**config.mk**
```make
export PLATFORM = sky130hd
export DESIGN_NAME = multicycle_ctrl
export DESIGN_NICKNAME = d
export VERILOG_FILES = /design/src/rtl/multicycle_ctrl.sv
export SDC_FILE = /design/constraint.sdc
export NUM_CORES = 1
export LEC_CHECK = 0
export BUFFER_PORTS_ARGS = -buffer_cell sky130_fd_sc_hd__buf_2
export CORE_UTILIZATION = 46
export DETAILED_ROUTE_END_ITERATION = 8
export PLACE_DENSITY = 0.76
export SLEW_MARGIN = 20
export SYNTH_ARGS = -nofsm -noshare
export SYNTH_HDL_FRONTEND = slang
export SYNTH_SLANG_ARGS = --single-unit
```
**constraint.sdc**
```tcl
create_clock -name CLK -period 7.2 [get_ports CLK]
set_input_delay 0.36 -clock CLK [delete_from_list [all_inputs] [get_ports CLK]]
set_output_delay 0.36 -clock CLK [all_outputs]
set_load 0.02 [all_outputs]
```
**src/rtl/multicycle_ctrl.sv**
```systemverilog
// multicycle_ctrl: multi-cycle control FSM for the MIPS-lite datapath.
// Steps each instruction through FETCH / DECODE / EXEC / MEM_RD / MEM_WR / WB.
// It drives every datapath select, enable and write strobe, and holds the
// memory states for MEM_LAT cycles so the data memory has time to respond.
//
// Parameters:
//   MEM_LAT  data-memory access cycles per MEM state visit (1..15)
//   CNT_W    width of the retired-instruction counter
//
// Ports:
//   CLK, RESET          rising-edge clock; synchronous active-low reset
//   Instr               IR contents, stable from DECODE onward
//   Zero, Bgezal_op     ALU flags for beq / bgezal
//   PcWrite, IrWrite    PC and IR load enables
//   Regdst, Alusrc, Memtoreg, Extop, Npc_sel, Aluop   datapath selects
//   Memwrite, Regwrite  DM and GRF write strobes
//   If_lb, If_sb        byte-load and byte-store path selects
//   State               current FSM state code (debug)
//   Retired             completed-instruction count, wraps
//
// Build option: define ILLEGAL_TRAP_EN to send unknown encodings to a TRAP
// state that only reset can leave. Otherwise they retire as nops.
module multicycle_ctrl #(
  parameter int unsigned MEM_LAT = 1,
  parameter int unsigned CNT_W   = 32
) (
  input  logic             CLK,
  input  logic             RESET,
  input  logic [31:0]      Instr,
  input  logic             Zero,
  input  logic             Bgezal_op,
  output logic             PcWrite,
  output logic             IrWrite,
  output logic [1:0]       Regdst,
  output logic             Alusrc,
  output logic [1:0]       Memtoreg,
  output logic             Memwrite,
  output logic             Regwrite,
  output logic [1:0]       Extop,
  output logic [1:0]       Npc_sel,
  output logic [2:0]       Aluop,
  output logic             If_lb,
  output logic             If_sb,
  output logic [3:0]       State,
  output logic [CNT_W-1:0] Retired
);

  typedef enum logic [3:0] {
    S_FETCH  = 4'd0,
    S_DECODE = 4'd1,
    S_EXEC   = 4'd2,
    S_MEM_RD = 4'd3,
    S_MEM_WR = 4'd4,
    S_WB     = 4'd5,
    S_TRAP   = 4'd6
  } state_e;

  typedef enum logic [3:0] {
    I_ADDU, I_SUBU, I_SLL, I_JR, I_ORI, I_LUI, I_LW, I_LB,
    I_SW, I_SB, I_BEQ, I_J, I_JAL, I_BGEZAL, I_ILL
  } instr_e;

  localparam logic [2:0] ALU_ADD  = 3'b000;
  localparam logic [2:0] ALU_SUB  = 3'b001;
  localparam logic [2:0] ALU_OR   = 3'b010;
  localparam logic [2:0] ALU_SLL  = 3'b011;
  localparam logic [2:0] ALU_PASS = 3'b100;
  localparam logic [3:0] LAT_M1   = 4'(MEM_LAT - 1);

  state_e           state_q, state_d;
  logic [3:0]       cnt_q, cnt_d;
  logic [CNT_W-1:0] retired_q, retired_d;
  instr_e           kind;

  logic [5:0] opcode, funct;
  logic [4:0] rt;
  logic       unused_instr_bits;

  assign opcode = Instr[31:26];
  assign rt     = Instr[20:16];
  assign funct  = Instr[5:0];
  assign unused_instr_bits = ^{Instr[25:21], Instr[15:6]};

  always_comb begin
    kind = I_ILL;
    case (opcode)
      6'b000000: begin
        case (funct)
          6'b100001: kind = I_ADDU;
          6'b100011: kind = I_SUBU;
          6'b000000: kind = I_SLL;
          6'b001000: kind = I_JR;
          default:   kind = I_ILL;
        endcase
      end
      6'b000001: if (rt == 5'b10001) kind = I_BGEZAL;
      6'b001101: kind = I_ORI;
      6'b001111: kind = I_LUI;
      6'b100011: kind = I_LW;
      6'b100000: kind = I_LB;
      6'b101011: kind = I_SW;
      6'b101000: kind = I_SB;
      6'b000100: kind = I_BEQ;
      6'b000010: kind = I_J;
      6'b000011: kind = I_JAL;
      default:   kind = I_ILL;
    endcase
  end

  // ALU/extender controls chosen in EXEC are held through MEM and WB so the
  // address and result paths stay stable until writeback.
  logic [1:0] ext_x;
  logic       alusrc_x;
  logic [2:0] aluop_x;

  always_comb begin
    ext_x    = 2'b00;
    alusrc_x = 1'b0;
    aluop_x  = ALU_ADD;
    case (kind)
      I_SUBU: aluop_x = ALU_SUB;
      I_SLL:  aluop_x = ALU_SLL;
      I_ORI:  begin alusrc_x = 1'b1; aluop_x = ALU_OR; end
      I_LUI:  begin ext_x = 2'b10; alusrc_x = 1'b1; aluop_x = ALU_PASS; end
      I_LW, I_LB, I_SW, I_SB: begin ext_x = 2'b01; alusrc_x = 1'b1; end
      I_BEQ:  aluop_x = ALU_SUB;
      default: ;
    endcase
  end

  logic pc_we, ir_we, mem_we, reg_we;

  always_comb begin
    state_d   = state_q;
    pc_we     = 1'b0;
    ir_we     = 1'b0;
    mem_we    = 1'b0;
    reg_we    = 1'b0;
    Regdst    = 2'b00;
    Alusrc    = 1'b0;
    Memtoreg  = 2'b00;
    Extop     = 2'b00;
    Npc_sel   = 2'b00;
    Aluop     = ALU_ADD;
    If_lb     = 1'b0;
    If_sb     = 1'b0;

    if (state_q inside {S_EXEC, S_MEM_RD, S_MEM_WR, S_WB}) begin
      Extop  = ext_x;
      Alusrc = alusrc_x;
      Aluop  = aluop_x;
    end

    case (state_q)
      S_FETCH: begin
        ir_we   = 1'b1;
        pc_we   = 1'b1;
        state_d = S_DECODE;
      end
      S_DECODE: begin
        case (kind)
          I_J: begin
            pc_we = 1'b1; Npc_sel = 2'b10; state_d = S_FETCH;
          end
          I_JAL: begin
            pc_we = 1'b1; Npc_sel = 2'b10; state_d = S_FETCH;
            reg_we = 1'b1; Regdst = 2'b10; Memtoreg = 2'b10;
          end
          I_JR: begin
            pc_we = 1'b1; Npc_sel = 2'b11; state_d = S_FETCH;
          end
          I_ILL: begin
`ifdef ILLEGAL_TRAP_EN
            state_d = S_TRAP;
`else
            state_d = S_FETCH;
`endif
          end
          default: state_d = S_EXEC;
        endcase
      end
      S_EXEC: begin
        case (kind)
          I_ADDU, I_SUBU, I_SLL, I_ORI, I_LUI: state_d = S_WB;
          I_LW, I_LB, I_SB: state_d = S_MEM_RD;
          I_SW: state_d = S_MEM_WR;
          I_BEQ: begin
            pc_we = Zero; Npc_sel = 2'b01; state_d = S_FETCH;
          end
          I_BGEZAL: begin
            pc_we = Bgezal_op; Npc_sel = 2'b01; state_d = S_FETCH;
            reg_we = 1'b1; Regdst = 2'b10; Memtoreg = 2'b10;
          end
          default: state_d = S_FETCH;
        endcase
      end
      S_MEM_RD: begin
        if (cnt_q == '0) state_d = (kind == I_SB) ? S_MEM_WR : S_WB;
      end
      S_MEM_WR: begin
        If_sb = (kind == I_SB);
        if (cnt_q == '0) begin
          mem_we  = 1'b1;
          state_d = S_FETCH;
        end
      end
      S_WB: begin
        reg_we   = 1'b1;
        Regdst   = (opcode == 6'b000000) ? 2'b01 : 2'b00;
        Memtoreg = (kind inside {I_LW, I_LB}) ? 2'b01 : 2'b00;
        If_lb    = (kind == I_LB);
        state_d  = S_FETCH;
      end
      S_TRAP: state_d = S_TRAP;
      default: state_d = S_FETCH;
    endcase

    // Wait counter reloads whenever a MEM state is newly entered,
    // including the MEM_RD -> MEM_WR hop of sb.
    if ((state_d inside {S_MEM_RD, S_MEM_WR}) && (state_d != state_q))
      cnt_d = LAT_M1;
    else if (cnt_q != '0)
      cnt_d = cnt_q - 4'd1;
    else
      cnt_d = '0;

    retired_d = retired_q;
    if ((state_d == S_FETCH) && (state_q != S_FETCH) && (state_q != S_TRAP))
      retired_d = retired_q + CNT_W'(1);
  end

  // Strobes are qualified by RESET so nothing fires in a reset cycle.
  assign PcWrite  = pc_we  & RESET;
  assign IrWrite  = ir_we  & RESET;
  assign Memwrite = mem_we & RESET;
  assign Regwrite = reg_we & RESET;
  assign State    = state_q;
  assign Retired  = retired_q;

  always_ff @(posedge CLK) begin
    if (!RESET) begin
      state_q   <= S_FETCH;
      cnt_q     <= '0;
      retired_q <= '0;
    end else begin
      state_q   <= state_d;
      cnt_q     <= cnt_d;
      retired_q <= retired_d;
    end
  end

endmodule
```
# Word-level counts from Yosys, hierarchy flattened
# Index checks and enable logic that the tools add are counted.
# totals
regBits	40
in_bits	36
word_cells	108
# op_classes
bitwise_logic	6
mux	35
n_addsub	2
reduce_logical	24
n_eq_ne	38
# ops
op	n
case mux 4 bit (11 select lines)	1
== test 6 bit, second input constant	6
adder 32 x 1 -> 32 bit, second input constant	1
== test 4 x 3 -> 1 bit, second input constant	8
== test 4 bit, second input constant	7
case mux 4 bit (6 select lines)	1
== test 4 x 2 -> 1 bit, second input constant	5
== test 6 x 4 -> 1 bit, second input constant	3
zero test 4 bit	4
case mux 4 bit (4 select lines)	1
2-to-1 mux 1 bit	14
== test 6 x 2 -> 1 bit, second input constant	2
zero test 6 bit	2
case mux 2 bit (2 select lines)	3
case mux 2 bit (3 select lines)	2
case mux 3 bit (4 select lines)	1
nonzero test 4 bit	3
2-to-1 mux 2 bit	5
case mux 3 bit (3 select lines)	1
OR reduction 3 bit	3
== test 4 x 1 -> 1 bit, second input constant	2
2-to-1 mux 4 bit	2
OR reduction 4 bit	2
== test 6 x 1 -> 1 bit, second input constant	1
other kinds (15)	25

# Logic depth before layout (Yosys ltp)
# Gate-level depths: netlist of run 1.
# depth
ltp_word	11
mapped_depth	11

# Worst setup path after synthesis of run 1
# No wires, ideal clock.
# synth_timing
path_kind	input-to-output
startpoint	in Instr[3]
endpoint	out PcWrite
cell_stages	8
path_buffers	0
arrival_time_ns	2.370
slack_ns	4.470
required_ns	6.840
path_cell_list	nand3b_1 > o311ai_0 > o221ai_1 > or3_4 > nor2b_1 > nand2_1 > a21oi_1 > o31a_1
# synth_between
elab_chain_len	8
# synth_lines
element	line	source
start: declaration	29	input logic [31:0] Instr,
== test 6 x 4 -> 1 bit, or another cell as far along	88	case (funct)
case mux 4 bit (4 select lines) (*)	88	
case mux 4 bit (11 select lines) (*)	86	case (opcode)
== test 4 x 2 -> 1 bit / == test 4 bit (equally long branches)	161	case (kind)
OR reduction 3 bit (no source line)	--	
2-to-1 mux 1 bit	161	
case mux 1 bit (3 select lines) (*)	154	case (state_q)
AND 1 bit (*)	233	assign PcWrite = pc_we & RESET;
end: declaration	32	output logic PcWrite,
# Mark *: on every way between the ends. The rest lies on a longest branch, timed or not.

# Worst setup path in the final report of run 1
# layout_timing
startpoint	reg cnt_q[0]
endpoint	reg retired_q[6], in the netlist Retired[6]
# layout_between
elab_chain_len	6
# layout_lines
element	line	source
start: declaration	71	logic [3:0] cnt_q, cnt_d;
start signal: assignment	247	cnt_q <= cnt_d;
zero test 4 bit (*)	198, 202	
2-to-1 mux 4 bit, on equally long branches	202, 198	
case mux 4 bit (6 select lines) (*)	154	
zero test 4 bit (*)	228	if ((state_d == S_FETCH) && (state_q != S_FETCH) && (state_q != S_TRAP))
logical AND 1 bit (*) (2 in a row)	228	
end signal: assignment	248	retired_q <= retired_d;
end: declaration	72	logic [CNT_W-1:0] retired_q, retired_d;
# Marked as above.
# A chain may end at the register's enable or synchronous reset.

==> results of run 1 <==
worst max-delay path, delay by kind of cell (launching register included):
family	cells	cell delay (ns)
DFF	1	0.32
AOI/OAI and AO/OA	4	0.71
buffers and inverters	1	0.06
and+or+nand+nor	4	1.53
adders and majority gates	1	0.20
through the flow:
stage,total power (W),utilization,hold WS [ns],instances
floorplan,0.000335,-,0.416,371
global placement,0.000357,0.536,0.429,501
detailed placement,0.000361,0.536,0.444,501
CTS,0.000564,0.557,0.400,509
global route,0.000586,0.557,0.404,509
finish,0.000559,0.557,0.408,509
cells in the final DEF, fill, tap and decap left out, types with 4 or more instances in the layout:
master / n
o21a_1: 6
and3_1: 4
nand3_1: 14
o21ai_1: 16
inv_1: 20
or3_1: 20
nand2b_1: 9
o21ai_0: 12
nor2b_1: 4
o31a_1: 5
o31ai_1: 5
nand4_1: 7
buf_2: 74
clkbuf_8: 7
a21oi_1: 33
nor2_1: 22
or2_2: 4
nand2_1: 30
a211oi_1: 5
nor4_1: 10
and2_1: 4
dfxtp_1: 40
nor3_1: 13
cell type report:
| cell class | count | area, um^2 |
|---|---|---|
| fillers | 563 | 2620 |
| multi-input cells | 291 | 1830 |
| flip-flops and latches | 40 | 801 |
| repair buffers | 74 | 370 |
| clock buffers | 7 | 96.3 |
| well taps | 75 | 93.8 |
| inverters | 21 | 78.8 |
| clock inverters | 1 | 30.0 |
cell usage after synthesis, types with 3 or more instances:
cell type	count
o21ai_1	16
a211oi_1	5
o311ai_0	3
o21a_1	6
mux2i_1	3
and4_1	3
nand3_1	14
o21ai_0	12
clkbuf_1	9
nor2b_1	4
a21oi_1	33
o31ai_1	5
or4_1	3
xor2_1	3
nand3b_1	3
o31a_1	5
nor3_1	13
dfxtp_1	40
nand2b_1	9
nand4_1	7
and2_1	4
a211o_1	3
or2_2	4
and3_1	4
or3_1	20
nor4_1	10
nor2_1	22
buf_4	5
buf_2	4
nand2_1	30
inv_1	20
report_power, final:
part | leakage (nW) | internal [W] | switching (W)
clock network | 0.0645 | 0.000122 | 0.0000796
registers | 0.324 | 0.000232 | 0.00000985
logic | 0.871 | 0.0000463 | 0.0000689
worst max-delay path by stage:
| stage | from | end | slack, ns | cells after the start |
|---|---|---|---|---|
| 2_1_floorplan | Instr[3] | PcWrite | 4.47 | 8 |
| 3_3_place_gp | Instr[26] | Retired[29] | 4.11 | 9 |
| 3_5_place_dp | Instr[26] | Retired[6] | 4.02 | 9 |
| 4_1_cts | cnt_q[0] | Retired[6] | 4.28 | 10 |
| 5_1_grt | cnt_q[0] | Retired[6] | 4.04 | 10 |
| 6_report | cnt_q[0] | Retired[6] | 4.27 | 10 |
registers in the layout (all words and copies together), names as in the netlist:
signal and cells:
Retired 32, cnt_q 4, State 4
per-layer routing:
metal | up-vias | GRT usage | share of wire
met5 | - | 0 | 0
met4 | 0 | 0.0679 | 0.0096
met3 | 9 | 0.0500 | 0.063
met2 | 102 | 0.383 | 0.48
met1 | 1398 | 0.290 | 0.45
li1 | 1515 | - | -
cells by family (layout without fill, tap and decap cells):
kind of cell | Yosys count | count (layout) | synth area share
muxes | 5 | 5 | 0.0187
DFF | 40 | 40 | 0.285
buffers and inverters | 40 | 103 | 0.0645
adders and majority gates | 2 | 2 | 0.00890
other | 1 | 1 | 0.00133
AOI/OAI and AO/OA | 110 | 110 | 0.260
xor gates and xnor gates | 5 | 5 | 0.0156
and+or+nand+nor | 168 | 168 | 0.346
==> out/results.tsv, run 1 <==
stage	metric	value	unit
synth	count of cell types in the netlist	68	
timing	measured slew at the worst slew-check pin	1.06	ns
layout	ANT cells	0	
hold_path	hold depth	2	
drt	routed len/inst	14.3	um
drt	Antenna Nets Post-Route	0	
floorplanning	Die ar.	6430	um^2
setup_path	reg2reg end	Retired[6]	
placed_design	Placement Cell Area	3170	um^2
power	Pleak	1.26	nW
clock_tree	hold-fix buffers at CTS	0	
layout	final net count	471	
drt	Total Wirelength	7.28	mm
global_route	first-pass GRT wire length	11.6	mm
synth	Synth Cell Area	2810	um^2
synth	Seq cells post-synth	40	
synth	cell taking the most area after synthesis	dfxtp_1	
drt	# DRC	0	
timing	Tmin final	2.93	ns
setup_path	Crit-path slowest cell	or4_1	
setup_path	CP Max Fanout	28	
setup_path	crit start category	flip-flop	
layout	synth-to-layout area growth	17.4	%
setup_path	R2R depth	10	
timing	Final Max Slew Viols	0	
drt	DR vias	3024	
synth	Synth top area share	0.285	
synth	Avg Synthesized Cell Area	7.58	um^2
global_route	largest net degree at the start of global routing	37	
setup_path	Worst Setup End Kind	flip-flop	
clock_tree	H-tree level count	2	
layout	Final Cell Area	3300	um^2
synth	sequential fraction of the synthesis area	0.285	
hold_path	Hold EP	Retired[12]	
drt	via/cell ratio	5.94	
clock_tree	# resized after CTS	0	
timing	Worst Clk Skew	0.00582	ns
hold_path	Worst Hold Launch	RESET	
timing	Period Utilization, post-route	0.407	
synth	Post-synth ARST share	0	
outcome	outcome	finished, final reports clean	
floorplanning	die height	80.2	um
floorplanning	Die Width	80.2	um
synth	Mapped Cells	371	
global_route	number of global-route vias before repair	2508	
job	max-cap viol count	0	
timing	Setup TNS	0	ns
clock_tree	Clock transition at path regs	0.08	ns
floorplanning	Core ar.	5920	um^2
timing	RSZ-0062 raised after global routing	false	
power	pwr/cell area	169	nW/um^2
placed_design	pre-CTS setup slack	4.02	ns
placed_design	hpwl dp	5.24	mm
setup_path	R2R Setup Slk	4.27	ns
power	maximum vdd drop	0.105	mV
setup_path	worst path cell trace	inv_1 -> ha_1 -> or3b_2 -> nor2_1 -> a221oi_1 -> o31ai_1 -> o41a_1 -> nand3_4 -> or4_1 -> a21oi_1	
timing	Worst Setup Slack, final	4.27	ns
clock_tree	Clock Latency Late Sink	0.29	ns
synth	number of flops mapped to enable cells by yosys	0	
placed_design	Final Wtd Congestion	0.934	
global_route	Total Routing Usage GR	0.228	
clock_tree	Root Buffer Master	clkbuf_8	
timing	Slew headroom	0.291	
global_route	total congestion overflow	0	
timing	Final setup viols	0	
clock_tree	Setup Buffers After CTS	0	
clock_tree	CTS Buffer Depth	2	
timing	final hold vios	0	
drt	First-pass DRT Iterations	4	
clock_tree	Num CTS Buffers	5	
timing	maximum operating frequency	342	MHz
setup_path	FF-to-FF Start	cnt_q[0]	
clock_tree	Clock Sinks	40	
setup_path	Worst Path Arrival	3.13	ns
global_route	initial antenna violation count	0	
synth	Area contributors post-synth	dfxtp_1 (28%), a21oi_1 (5.9%), or3_1 (4.5%), nand2_1 (4.0%), nor2_1 (2.9%)	
clock_tree	CTS tree	done	
floorplanning	Rows	28	
floorplanning	# IOs	90	
setup_path	crit path kind	flip-flop to flip-flop	
setup_path	CP peak stage delay	0.59	ns
synth	synth warn	0	
drt	DR iter-0 viols	155	
placed_design	Port Buf Inserts	74	
hold_path	worst hold path class	input port to flip-flop	
synth	ys flop type	dfxtp_1	
setup_path	Crit path required time	7.40	ns
synth	Post-Syn Nets	409	
floorplanning	initial cell density of the core	0.475	
layout	layout cells sized above 1	0.228	
Power figures use the tool's default switching activity.
==> inputs of run 2 (changes only) <==
--- a/config.mk
+++ b/config.mk
@@ -5,10 +5,11 @@
 export SDC_FILE = /design/constraint.sdc
 export NUM_CORES = 1
 export LEC_CHECK = 0
+export ABC_AREA = 1
 export BUFFER_PORTS_ARGS = -buffer_cell sky130_fd_sc_hd__buf_2
 export CORE_UTILIZATION = 46
 export DETAILED_ROUTE_END_ITERATION = 8
-export PLACE_DENSITY = 0.76
+export PLACE_DENSITY = 0.78
 export SLEW_MARGIN = 20
 export SYNTH_ARGS = -nofsm -noshare
 export SYNTH_HDL_FRONTEND = slang
==> constraint.sdc (replaced) <==
create_clock -name CLK -period 2.6 [get_ports CLK]
set_input_delay 0.13 -clock CLK [delete_from_list [all_inputs] [get_ports CLK]]
set_output_delay 0.13 -clock CLK [all_outputs]
set_load 0.02 [all_outputs]
==> run 2 against run 1 <==
  * Cell area grew 8.8%
  * The run now ends with design-rule violations left
  * Combinational power grew 68%
  * Count of clock-buffer cells in the layout down 1
  * Maximum frequency increased by 28%
  * Hold slack worse by 0.24 ns
  * Sequential power rose to 2.6 times the previous value
  * Routed wire length is 10% higher
  * Die area increased by 9.8%
  * Utilization increased by 0.17 points
  * Final cell count increased by 29%
==> out/results.tsv, run 2 <==
stage	metric	value	unit
power	Sw Ratio	0.289	
power	switching power	0.000350	W
timing	Period Utilization, post-route	0.883	
drt	DR iter-0 viols	137	
power	Seq pwr share	0.518	
global_route	total congestion overflow	0	
setup_path	crit path launch	Retired[0]	
synth	top-count cell post-synth	nand2_1	
setup_path	crit start category	flip-flop	
setup_path	CP peak stage delay	0.35	ns
clock_tree	# resized after CTS	0	
layout	Reg area	801	um^2
floorplanning	Die ar.	7060	um^2
clock_tree	CTS Buffer Depth	2	
drt	routed len/inst	12.2	um
setup_path	FF-to-FF Start	Retired[0]	
timing	final hold vios	0	
drt	# DRC	13	
setup_path	Worst Path Arrival	2.52	ns
timing	Setup TNS	0	ns
synth	Post-synth ARST share	0	
timing	Worst Clk Skew	0.00679	ns
clock_tree	Clock Sinks	40	
setup_path	Worst Setup End Kind	flip-flop	
layout	ANT cells	0	
hold_path	worst hold path class	input port to flip-flop	
setup_path	CP Max Fanout	5	
clock_tree	Clock Latency Late Sink	0.29	ns
floorplanning	die height	84	um
synth	sequential fraction of the synthesis area	0.259	
floorplanning	Rows	29	
setup_path	reg2reg end	Retired[23]	
synth	cell taking the most area after synthesis	dfxtp_1	
drt	Total Wirelength	8.03	mm
clock_tree	Setup Buffers After CTS	0	
layout	most frequent cells in the layout	nand2_1 (144), nor2_1 (75), buf_2 (74), inv_1 (55), dfxtp_1 (40)	
clock_tree	Clock transition at path regs	0.08	ns
synth	Synth Cell Area	3090	um^2
layout	Fillers	654	
drt	Antenna Nets Post-Route	0	
clock_tree	H-tree level count	2	
outcome	failing checks	design-rule violations	
clock_tree	Root Buffer Master	clkbuf_8	
power	Comb pwr share	0.160	
drt	via/cell ratio	5.16	
global_route	Total Routing Usage GR	0.236	
global_route	largest net degree at the start of global routing	34	
placed_design	Port Buf Inserts	74	
power	P_int	0.000860	W
drt	First-pass DRT Iterations	6	
floorplanning	Die Width	84	um
synth	ys flop type	dfxtp_1	
power	clock power share	0.322	
global_route	initial antenna violation count	0	
synth	Mapped Cells	508	
layout	Multi-input gate area	1990	um^2
global_route	first-pass GRT wire length	13.7	mm
synth	Synth top area share	0.259	
power	maximum vdd drop	0.222	mV
timing	Final setup viols	0	
floorplanning	# IOs	90	
synth	Seq cells post-synth	40	
synth	synth warn	0	
layout	layout cells sized above 1	0.208	
floorplanning	Core ar.	6420	um^2
clock_tree	Num CTS Buffers	5	
timing	maximum operating frequency	436	MHz
job	max-cap viol count	0	
clock_tree	hold-fix buffers at CTS	0	
global_route	number of global-route vias before repair	3117	
setup_path	R2R Setup Slk	0.31	ns
timing	Tmin final	2.29	ns
layout	synth-to-layout area growth	16.1	%
setup_path	R2R depth	11	
timing	RSZ-0062 raised after global routing	false	
timing	Final Max Slew Viols	0	
hold_path	hold depth	3	
floorplanning	initial cell density of the core	0.482	
power	overall power	0.00121	W
synth	Post-Syn Nets	546	
layout	Largest register FFs	32	
power	pwr/cell area	337	nW/um^2
drt	DR vias	3394	
setup_path	Critical Path Sink	Retired[23]	
synth	number of flops mapped to enable cells by yosys	0	
setup_path	worst path cell trace	inv_1 -> nor3_1 -> inv_1 -> nor2_1 -> inv_1 -> nor2_1 -> inv_1 -> nor3_1 -> xor2_1 -> nand2_1 -> a21oi_1	
power	Pleak	1.68	nW
setup_path	CP most frequent cell	inv_1	
layout	final net count	619	
synth	Synth top cells by count	nand2_1 (144), nor2_1 (75), inv_1 (55)	
setup_path	Crit-path slowest cell	dfxtp_1	
synth	Avg Synthesized Cell Area	6.09	um^2
clock_tree	CTS tree	done	
outcome	outcome	finished, violations left	
setup_path	crit path kind	flip-flop to flip-flop	
setup_path	Crit path required time	2.83	ns
placed_design	hpwl dp	6.28	mm
placed_design	Final Wtd Congestion	0.960	
layout	commonest non-fill, non-tap cell in the layout	nand2_1	
synth	count of cell types in the netlist	35	
synth	Area contributors post-synth	dfxtp_1 (26%), nand2_1 (17%), nor2_1 (9.1%), xor2_1 (7.1%), inv_1 (6.7%)	
-- run 2: kinds of logic after synthesis --
group,Yosys count,share of synthesized area
and+or+nand+nor,308,0.447
buffers and inverters,73,0.101
AOI/OAI and AO/OA,55,0.102
DFF,40,0.259
xor gates and xnor gates,29,0.0821
adders and majority gates,2,0.00809
other,1,0.00121
-- run 2: power by group through the flow --
stage               Sequential [W]  Clock [W]  Combinational, W
finish                    0.000626   0.000390          0.000193
global route              0.000627   0.000429          0.000215
CTS                       0.000626   0.000401          0.000193
detailed placement        0.000641          0          0.000192
global placement          0.000640          0          0.000186
floorplan                 0.000647          0          0.000137
-- run 2: final cells by class --
type                       count  area share
tap                           77      0.0268
timing repair buffer          77       0.109
clock inverter                 1     0.00139
clock buffer                   6      0.0202
multi-input combinational    395       0.554
inverter                      62      0.0655
sequential                    40       0.223
-- run 2: worst min-delay path by stage --
stage / startpoint / endpoint / slack [ns]
6_report: RESET / Retired[14] / 0.17
3_3_place_gp: cnt_q[0] / cnt_q[0] / 0.43
5_1_grt: RESET / Retired[4] / 0.17
4_1_cts: RESET / Retired[14] / 0.17
3_5_place_dp: cnt_q[0] / cnt_q[0] / 0.44
2_1_floorplan: cnt_q[0] / cnt_q[0] / 0.41
-- run 2: worst max-delay path: cells and delay by family, from the launching register on --
kind / cells / cell delay [ns]
AND/OR/NAND/NOR: 5 / 1.09
buffers and inverters: 4 / 0.49
flip-flops: 1 / 0.35
XOR/XNOR: 1 / 0.18
AO/OA/AOI/OAI: 1 / 0.13
-- run 2: routing by layer --
layer / GRT usage / vias up / routed length, um
li1: - / 1754 / -
met1: 0.286 / 1523 / 3480
met2: 0.425 / 102 / 3970
met3: 0.0297 / 15 / 434
met4: 0.0815 / 0 / 142
met5: 0 / - / 0
-- run 2: through the flow --
stage	hold slack, ns	std cells	setup WS, ns	cell area, um^2	util
after CTS	0.166	658	0.241	3580	0.558
after global routing	0.174	658	0.0752	3590	0.559
final	0.166	658	0.305	3590	0.559
after detailed placement	0.436	651	0.236	3510	0.546
after global placement	0.426	651	0.284	3510	0.546
after floorplan	0.413	508	0.603	3090	-
